## src/rtl/mem_initiator.sv

```systemverilog
// Initiator for the slow data RAM cs/we/ack handshake: request FIFO, one transaction at a time, mandatory idle gap.
// Optional ISSUE watchdog compiled in with `define MEM_INITIATOR_TIMEOUT_EN.
module mem_initiator #(
   parameter int QDEPTH_LOG2 = 1,
   parameter int TIMEOUT     = 15
) (
   input  logic        clk,
   input  logic        rst,
   input  logic        req_valid,
   output logic        req_ready,
   input  logic        req_we,
   input  logic [31:0] req_addr,
   input  logic [31:0] req_wdata,
   output logic        resp_valid,
   output logic        resp_we,
   output logic [31:0] resp_rdata,
   output logic        resp_err,
   output logic        busy,
   output logic        mem_cs,
   output logic        mem_we,
   output logic [31:0] mem_addr,
   output logic [31:0] mem_din,
   input  logic [31:0] mem_dout,
   input  logic        mem_ack
);

   localparam int DEPTH = 1 << QDEPTH_LOG2;
   localparam logic [QDEPTH_LOG2:0]   FULL_CNT = (QDEPTH_LOG2+1)'(DEPTH);
   localparam logic [QDEPTH_LOG2:0]   CNT_ONE  = (QDEPTH_LOG2+1)'(1);
   localparam logic [QDEPTH_LOG2-1:0] PTR_ONE  = QDEPTH_LOG2'(1);

   localparam logic [1:0] ST_IDLE  = 2'd0;
   localparam logic [1:0] ST_ISSUE = 2'd1;
   localparam logic [1:0] ST_GAP   = 2'd2;

   logic                   fifo_we    [DEPTH];
   logic [31:0]            fifo_addr  [DEPTH];
   logic [31:0]            fifo_wdata [DEPTH];
   logic [QDEPTH_LOG2-1:0] wr_ptr;
   logic [QDEPTH_LOG2-1:0] rd_ptr;
   logic [QDEPTH_LOG2:0]   count;
   logic [1:0]             state;
   logic                   push;
   logic                   pop;

   // Ready comes from the registered count only, so a pop on a full cycle does not open a slot early.
   assign req_ready = (count != FULL_CNT);
   assign push      = req_valid && req_ready;
   assign pop       = (state == ST_IDLE) && (count != '0);
   assign busy      = (count != '0) || (state != ST_IDLE);

   always_ff @(posedge clk) begin
      if (push) begin
         fifo_we[wr_ptr]    <= req_we;
         fifo_addr[wr_ptr]  <= req_addr;
         fifo_wdata[wr_ptr] <= req_wdata;
      end
   end

   always_ff @(posedge clk) begin
      if (rst) begin
         wr_ptr <= '0;
         rd_ptr <= '0;
         count  <= '0;
      end else begin
         if (push) begin
            wr_ptr <= wr_ptr + PTR_ONE;
         end
         if (pop) begin
            rd_ptr <= rd_ptr + PTR_ONE;
         end
         case ({push, pop})
            2'b10:   count <= count + CNT_ONE;
            2'b01:   count <= count - CNT_ONE;
            default: count <= count;
         endcase
      end
   end

`ifdef MEM_INITIATOR_TIMEOUT_EN
   logic [7:0] tmo_cnt;
   localparam logic [7:0] TMO_LAST = 8'(TIMEOUT - 1);
`else
   logic unused_timeout;
   assign unused_timeout = ^8'(TIMEOUT);
   assign resp_err       = 1'b0;
`endif

   // Transaction sequencer; mem_* fields stay stable from issue until the next pop.
   always_ff @(posedge clk) begin
      if (rst) begin
         state      <= ST_IDLE;
         mem_cs     <= 1'b0;
         mem_we     <= 1'b0;
         mem_addr   <= '0;
         mem_din    <= '0;
         resp_valid <= 1'b0;
         resp_we    <= 1'b0;
         resp_rdata <= '0;
`ifdef MEM_INITIATOR_TIMEOUT_EN
         resp_err   <= 1'b0;
         tmo_cnt    <= '0;
`endif
      end else begin
         resp_valid <= 1'b0;
         case (state)
            ST_IDLE: begin
               if (pop) begin
                  mem_cs   <= 1'b1;
                  mem_we   <= fifo_we[rd_ptr];
                  mem_addr <= fifo_addr[rd_ptr];
                  mem_din  <= fifo_we[rd_ptr] ? fifo_wdata[rd_ptr] : 32'd0;
                  state    <= ST_ISSUE;
`ifdef MEM_INITIATOR_TIMEOUT_EN
                  tmo_cnt  <= '0;
`endif
               end
            end
            ST_ISSUE: begin
               if (mem_ack) begin
                  mem_cs     <= 1'b0;
                  resp_valid <= 1'b1;
                  resp_we    <= mem_we;
                  resp_rdata <= mem_we ? 32'd0 : mem_dout;
`ifdef MEM_INITIATOR_TIMEOUT_EN
                  resp_err   <= 1'b0;
`endif
                  state      <= ST_GAP;
               end
`ifdef MEM_INITIATOR_TIMEOUT_EN
               // An ack on the limit edge is taken above, so the error only fires on a silent edge.
               else if (tmo_cnt == TMO_LAST) begin
                  mem_cs     <= 1'b0;
                  resp_valid <= 1'b1;
                  resp_we    <= mem_we;
                  resp_rdata <= 32'd0;
                  resp_err   <= 1'b1;
                  state      <= ST_GAP;
               end else begin
                  tmo_cnt <= tmo_cnt + 8'd1;
               end
`endif
            end
            ST_GAP: begin
               state <= ST_IDLE;
            end
            default: begin
               state  <= ST_IDLE;
               mem_cs <= 1'b0;
            end
         endcase
      end
   end

endmodule

```

## config.mk

```make
export PLATFORM = sky130hd
export DESIGN_NAME = mem_initiator
export DESIGN_NICKNAME = d
export VERILOG_FILES = /design/src/rtl/mem_initiator.sv
export SDC_FILE = /design/constraint.sdc
export NUM_CORES = 1
export LEC_CHECK = 0
export BUFFER_PORTS_ARGS = -buffer_cell sky130_fd_sc_hd__buf_2
export CAP_MARGIN = 0
export CORE_MARGIN = 5
export CORE_UTILIZATION = 40
export CTS_CLUSTER_DIAMETER = 30
export DETAILED_ROUTE_END_ITERATION = 16
export GPL_ROUTABILITY_DRIVEN = 1
export PLACE_DENSITY = 0.68
export SYNTH_ARGS = -nofsm -noshare
export SYNTH_HDL_FRONTEND = slang
export SYNTH_SLANG_ARGS = --single-unit
```

## constraint.sdc

```tcl
create_clock -name clk -period 3.4 [get_ports clk]
set_clock_uncertainty 0.15 [all_clocks]
set_input_delay 0.17 -clock clk [delete_from_list [all_inputs] [get_ports clk]]
set_output_delay 0.17 -clock clk [all_outputs]
set_load 0.01 [all_outputs]
```

# Word-level counts from Yosys, hierarchy flattened
# Memories as Yosys holds them, arrays and structs flattened. A register that Yosys moved wholly into a read port is not among the register bits.
# Index checks and enable logic that the tools add are counted.
op_classes:
  n_addsub: 4
  eq_ne: 7
  muxes: 16
  bitwise_logic: 2
  n_reduce_logical: 12
ops:
  columns: ["cell", "n"]
  rows:
  - ["$mux 32", 2]
  - ["$mux 1", 9]
  - ["$pmux 2 s2", 2]
  - ["$ne 2x2->1 const B", 3]
  - ["$reduce_and 2->1", 3]
  - ["$reduce_bool 2->1", 3]
  - ["$eq 2x1->1 const B", 2]
  - ["$eq 2x2->1 const B", 2]
  - ["$mux 2", 2]
  - ["$pmux 1 s3", 1]
  - ["$reduce_and 3->1", 1]
  - ["$add 1x1->1 const B", 2]
  - ["$add 2x1->2 const B", 1]
  - ["$logic_and 1x1->1", 2]
  - ["$logic_not 2->1", 1]
  - ["$not 1->1", 2]
  - ["$reduce_or 2->1", 1]
  - ["$sub 2x1->2 const B", 1]
  - ["$logic_or 1x1->1", 1]
totals:
  reg_bits: 74
  mem_bits_rw: 130
  in_bits: 101
  output_inout_bits: 103
  word_cells: 54
  mem_count: 3
mem_list:
  columns: ["name", "words", "word_bits", "rd", "rd_clocked_by_memory_dff", "write_ports", "line", "rtl"]
  rows:
  - ["fifo_addr", 2, 32, 1, 1, 1, "37", "logic [31:0] fifo_addr [DEPTH];"]
  - ["fifo_wdata", 2, 32, 1, 1, 1, "38", "logic [31:0] fifo_wdata [DEPTH];"]
  - ["fifo_we", 2, 1, 1, 1, 1, "36", "logic fifo_we [DEPTH];"]

# Logic depth before layout (Yosys ltp)
depth:
  word_depth: 4
  depth_mapped: 9
  mapped_depth_nobuf: 7

# Worst setup path after synthesis
# OpenSTA, ideal clock, no wires.
synth_path:
  kind: "register to register"
  startpoint: "register count[0]"
  endpoint: "memory fifo_addr[1][0], enable pin"
  setup_ns: 0.430
  arrival_time_ns: 2.230
  slack_ns: 0.589
  stages_incl_launch_ff: 3
  path_buffers: 0
  synth_period_minus_slack_ns: 2.811
  path_cell_list: "dfxtp_1 nand2b_1 and3_1"
synth_between:
  elab_chain_len: 4
synth_rtl:
  columns: ["item", "line", "rtl"]
  rows:
  - ["from (decl)", "41", "logic [QDEPTH_LOG2:0] count;"]
  - ["from (signal assigned)", "73", "2'b10: count <= count + CNT_ONE;"]
  - ["from (signal assigned)", "74", "2'b01: count <= count - CNT_ONE;"]
  - ["from (signal assigned)", "75", "default: count <= count;"]
  - ["$ne 2x2->1", "47", "assign req_ready = (count != FULL_CNT);"]
  - ["net req_ready", "10", "output logic req_ready,"]
  - ["$logic_and 1x1->1", "48", "assign push = req_valid && req_ready;"]
  - ["$mux 1", "53", "if (push) begin"]
  - ["$mux 1 (not written as such)", "55", "fifo_addr[wr_ptr] <= req_addr;"]
  - ["to (decl)", "37", null]
# The timed path passes the listed nets, and every way through them passes these cells.

# Final worst setup path
layout_path:
  startpoint: "register count[0]"
  endpoint: "register mem_din[31]"
layout_between:
  elab_chain_len: 3
layout_rtl:
  columns: ["item", "line", "rtl"]
  rows:
  - ["$reduce_bool 2->1", "49", "assign pop = (state == ST_IDLE) && (count != '0);"]
  - ["$logic_and 1x1->1", "49", null]
  - ["$reduce_and 2->1 (no source line)", null, null]
  - ["to (signal assigned)", "112", "mem_din <= fifo_we[rd_ptr] ? fifo_wdata[rd_ptr] : 32'd0;"]
  - ["to (decl)", "22", "output logic [31:0] mem_din,"]
# No other way between the ends.
# A chain may end at the register's enable or synchronous reset.

==> flow_summary.json <==
{
  "outcome": "finished clean",
  "finalNetCount": 1032,
  "firstDrtPassIters": 7,
  "synth_warnings": 0,
  "diodes": 0,
  "path_clk_slew_ns": 0.05,
  "grt_max_degree": 80,
  "grt_overflow_total": 0,
  "end_kind": "flip-flop",
  "io_buffers": 202,
  "cp_max_fo": 34,
  "fin_crit_sh_pct": 69.1,
  "hold_path_depth": 2,
  "cts.sinks": 237,
  "cellLeakagePower_nw": 4.93,
  "worstPathArrival_ns": 2.62,
  "drt_iter0_drc": 415,
  "setup_tns_ns": 0,
  "grt_setup_unrepaired": "no",
  "max-cap-violations": 0,
  "root_buffer": "clkbuf_16",
  "crit-reg2reg-launch": "count[0]$_SDFFE_PP0P_",
  "wl_um": 22000,
  "final_common_cell": "buf_2",
  "post_cts_buffers": 0,
  "finalHoldViolCount": 0,
  "required_ns": 3.67,
  "synth.distinct_cells": 35,
  "ys_ff_latch": 237,
  "yosysSeqAreaShare_pct": 67.6,
  "initial_core_util_pct": 40.8,
  "grt_pass1_wl_um": 35300,
  "htree_levels": 2,
  "gp_congestion": 0.773,
  "hold_path_end": "resp_valid$_SDFF_PP0_",
  "final-max-slew-violation-count": 0,
  "slew_headroom_pct": 24.3,
  "final_cell_mix": "buf_2, edfxtp_1, dfxtp_1",
  "timing.final.crit_period_ns": 2.35,
  "final_layout_size_suffix_gt1_share_pct": 35.7,
  "intPower_mw": 8.15,
  "die_height_um": 160,
  "syn2layout_area_growth_pct": 43.3,
  "setup_viol": 0,
  "synthCells": 618,
  "combPwrFrac_pct": 23.6,
  "vias": 6159,
  "tightest_slew_ns": 1.14,
  "cts_inserted_buffers": 47,
  "syn_area_sq_um": 8940,
  "dp_slack_ns": 1.05,
  "seqPwrFrac_pct": 34.4,
  "dieArea_sq_um": 25400,
  "synth.avg_cell_area_sq_um": 14.5,
  "hp-class": "in2reg",
  "placedCellCount": 1062,
  "cts_tree": "built",
  "p_clk_share_pct": 42.0,
  "clkLatencyLatePin_ns": 0.52,
  "route.antenna.remaining_nets": 0,
  "via_per_inst": 4.93,
  "syn_nets": 720,
  "clockBufferDepth": 3,
  "num_io_pins": 204,
  "grt_pass1_vias": 6468,
  "coreArea_sq_um": 21900,
  "fmax_mhz": 426,
  "dp_hpwl_um": 12400,
  "instances_no_fill": 1249,
  "antenna_found_initial": 0,
  "power_mw": 11.6,
  "rr_worst_depth": 4,
  "peakVddDrop_mv": 0.444,
  "r2r-end": "mem_din[31]$_SDFFE_PP0P_",
  "fin_ws_ns": 1.05,
  "grt_usage_pct": 16.9,
  "drc": 0,
  "num_rows": 54,
  "worst_setup_path_start_kind": "flip-flop",
  "wire_per_inst_um": 17.6,
  "hold_path_startpoint": "rst",
  "p_per_area_nw_per_um2": 907,
  "switchingPower_mw": 3.48,
  "critPathKind": "reg2reg",
  "die_x_um": 160,
  "swShare_pct": 29.9,
  "r2r_setup_slack_ns": 1.05
}
-- cell usage after synthesis --
cell / count / share of area, %
mux2i_1: 63 / 7.1
nand3_4: 1 / 0.20
mux2_2: 2 / 0.25
ha_1: 1 / 0.14
a211oi_2: 11 / 1.5
o32ai_1: 3 / 0.29
nor2_4: 1 / 0.13
a21oi_1: 73 / 4.1
nand3b_1: 34 / 2.9
o21ai_0: 5 / 0.28
xor2_1: 1 / 0.098
a211oi_1: 21 / 1.8
or3_1: 2 / 0.14
nand2_1: 37 / 1.6
inv_4: 1 / 0.070
and3b_1: 1 / 0.098
clkbuf_4: 1 / 0.084
or2_1: 2 / 0.14
edfxtp_1: 130 / 44
nor2_1: 4 / 0.17
or3b_2: 1 / 0.098
nand4_1: 1 / 0.070
conb_1: 1 / 0.042
buf_6: 10 / 1.3
o32ai_2: 28 / 5.1
clkbuf_1: 15 / 0.63
xnor2_1: 1 / 0.098
nand2_8: 1 / 0.22
buf_2: 19 / 1.1
a21bo_2: 1 / 0.11
dfxtp_1: 107 / 24
and3_1: 1 / 0.070
nand2b_1: 32 / 2.2
inv_1: 1 / 0.042
buf_4: 5 / 0.42
-- registers in the layout, indices dropped and copies added, names as in the netlist, named ones only --
name        count
fifo_we         2
wr_ptr          1
resp_rdata     32
mem_din        32
resp_valid      1
count           2
rd_ptr          1
mem_addr       32
fifo_wdata     64
mem_we          1
state           2
resp_we         1
mem_cs          1
fifo_addr      64
-- area by class of cell --
type	count	area [sq um]
fillers	1716	9080
flip-flops and latches	237	6050
multi-input cells	329	2580
repair buffers	313	2090
clock buffers	62	1380
clock inverters	26	350
well taps	280	350
inverters	2	10.0
-- logic make-up after synthesis --
group	synth area share, %
compound gates	13.2
flops	67.6
mux	7.30
other cells	0.0419
buf+inv	3.57
xor+xnor	0.196
simple gates	7.98
fa+ha+maj	0.140
-- power groups by stage --
stage / clock network, mW / logic (mW) / registers (mW)
CTS: 4.99 / 2.78 / 4.00
finish: 4.89 / 2.75 / 3.99
global placement: 0 / 2.63 / 4.04
floorplan: 0 / 1.89 / 4.04
global route: 5.13 / 2.99 / 4.06
detailed placement: 0 / 2.67 / 4.04
-- worst max-delay path by stage --
stage                                startpoint  slack, ns                         to
after floorplan           count[0]$_SDFFE_PP0P_       0.59  fifo_addr[1][0]$_DFFE_PP_
after CTS                 count[0]$_SDFFE_PP0P_       1.01   mem_din[31]$_SDFFE_PP0P_
final                     count[0]$_SDFFE_PP0P_       1.05   mem_din[31]$_SDFFE_PP0P_
after detailed placement  count[0]$_SDFFE_PP0P_       1.05   mem_din[31]$_SDFFE_PP0P_
after global routing      count[0]$_SDFFE_PP0P_       0.85   mem_din[31]$_SDFFE_PP0P_
after global placement    count[0]$_SDFFE_PP0P_       1.10    mem_din[0]$_SDFFE_PP0P_
-- critical path: stages (launching register included) --
cell     delay [ns]
dfxtp_1        0.40
or2_1          0.24
buf_4          0.40
nand3_4        0.57
o32ai_1        0.45
-- timing repair --
action,CTS,global route
gates resized for setup,0,0
hold buffers,99,0
endpoints found under the setup margin,0,0
endpoints found under the hold margin,165,0
-- layer usage --
metal | part of all wire (%) | up-vias | GRT usage (%)
met5 | 0 | - | 0
met4 | 2.8 | 0 | 6.09
met3 | 5.6 | 48 | 4.27
met2 | 50 | 207 | 28.7
met1 | 42 | 2933 | 20.9
li1 | - | 2971 | -
-- per-stage QoR --
step,hold slack (ns),cell area (sq um),utilization (%)
after floorplan,0.119,8940,-
after global placement,0.209,10100,46.1
after detailed placement,0.211,10100,46.1
after CTS,0.0853,12800,58.5
after global routing,0.132,12800,58.5
final,0.0982,12800,58.5
Note: power is estimated with default switching activity, not from simulation.
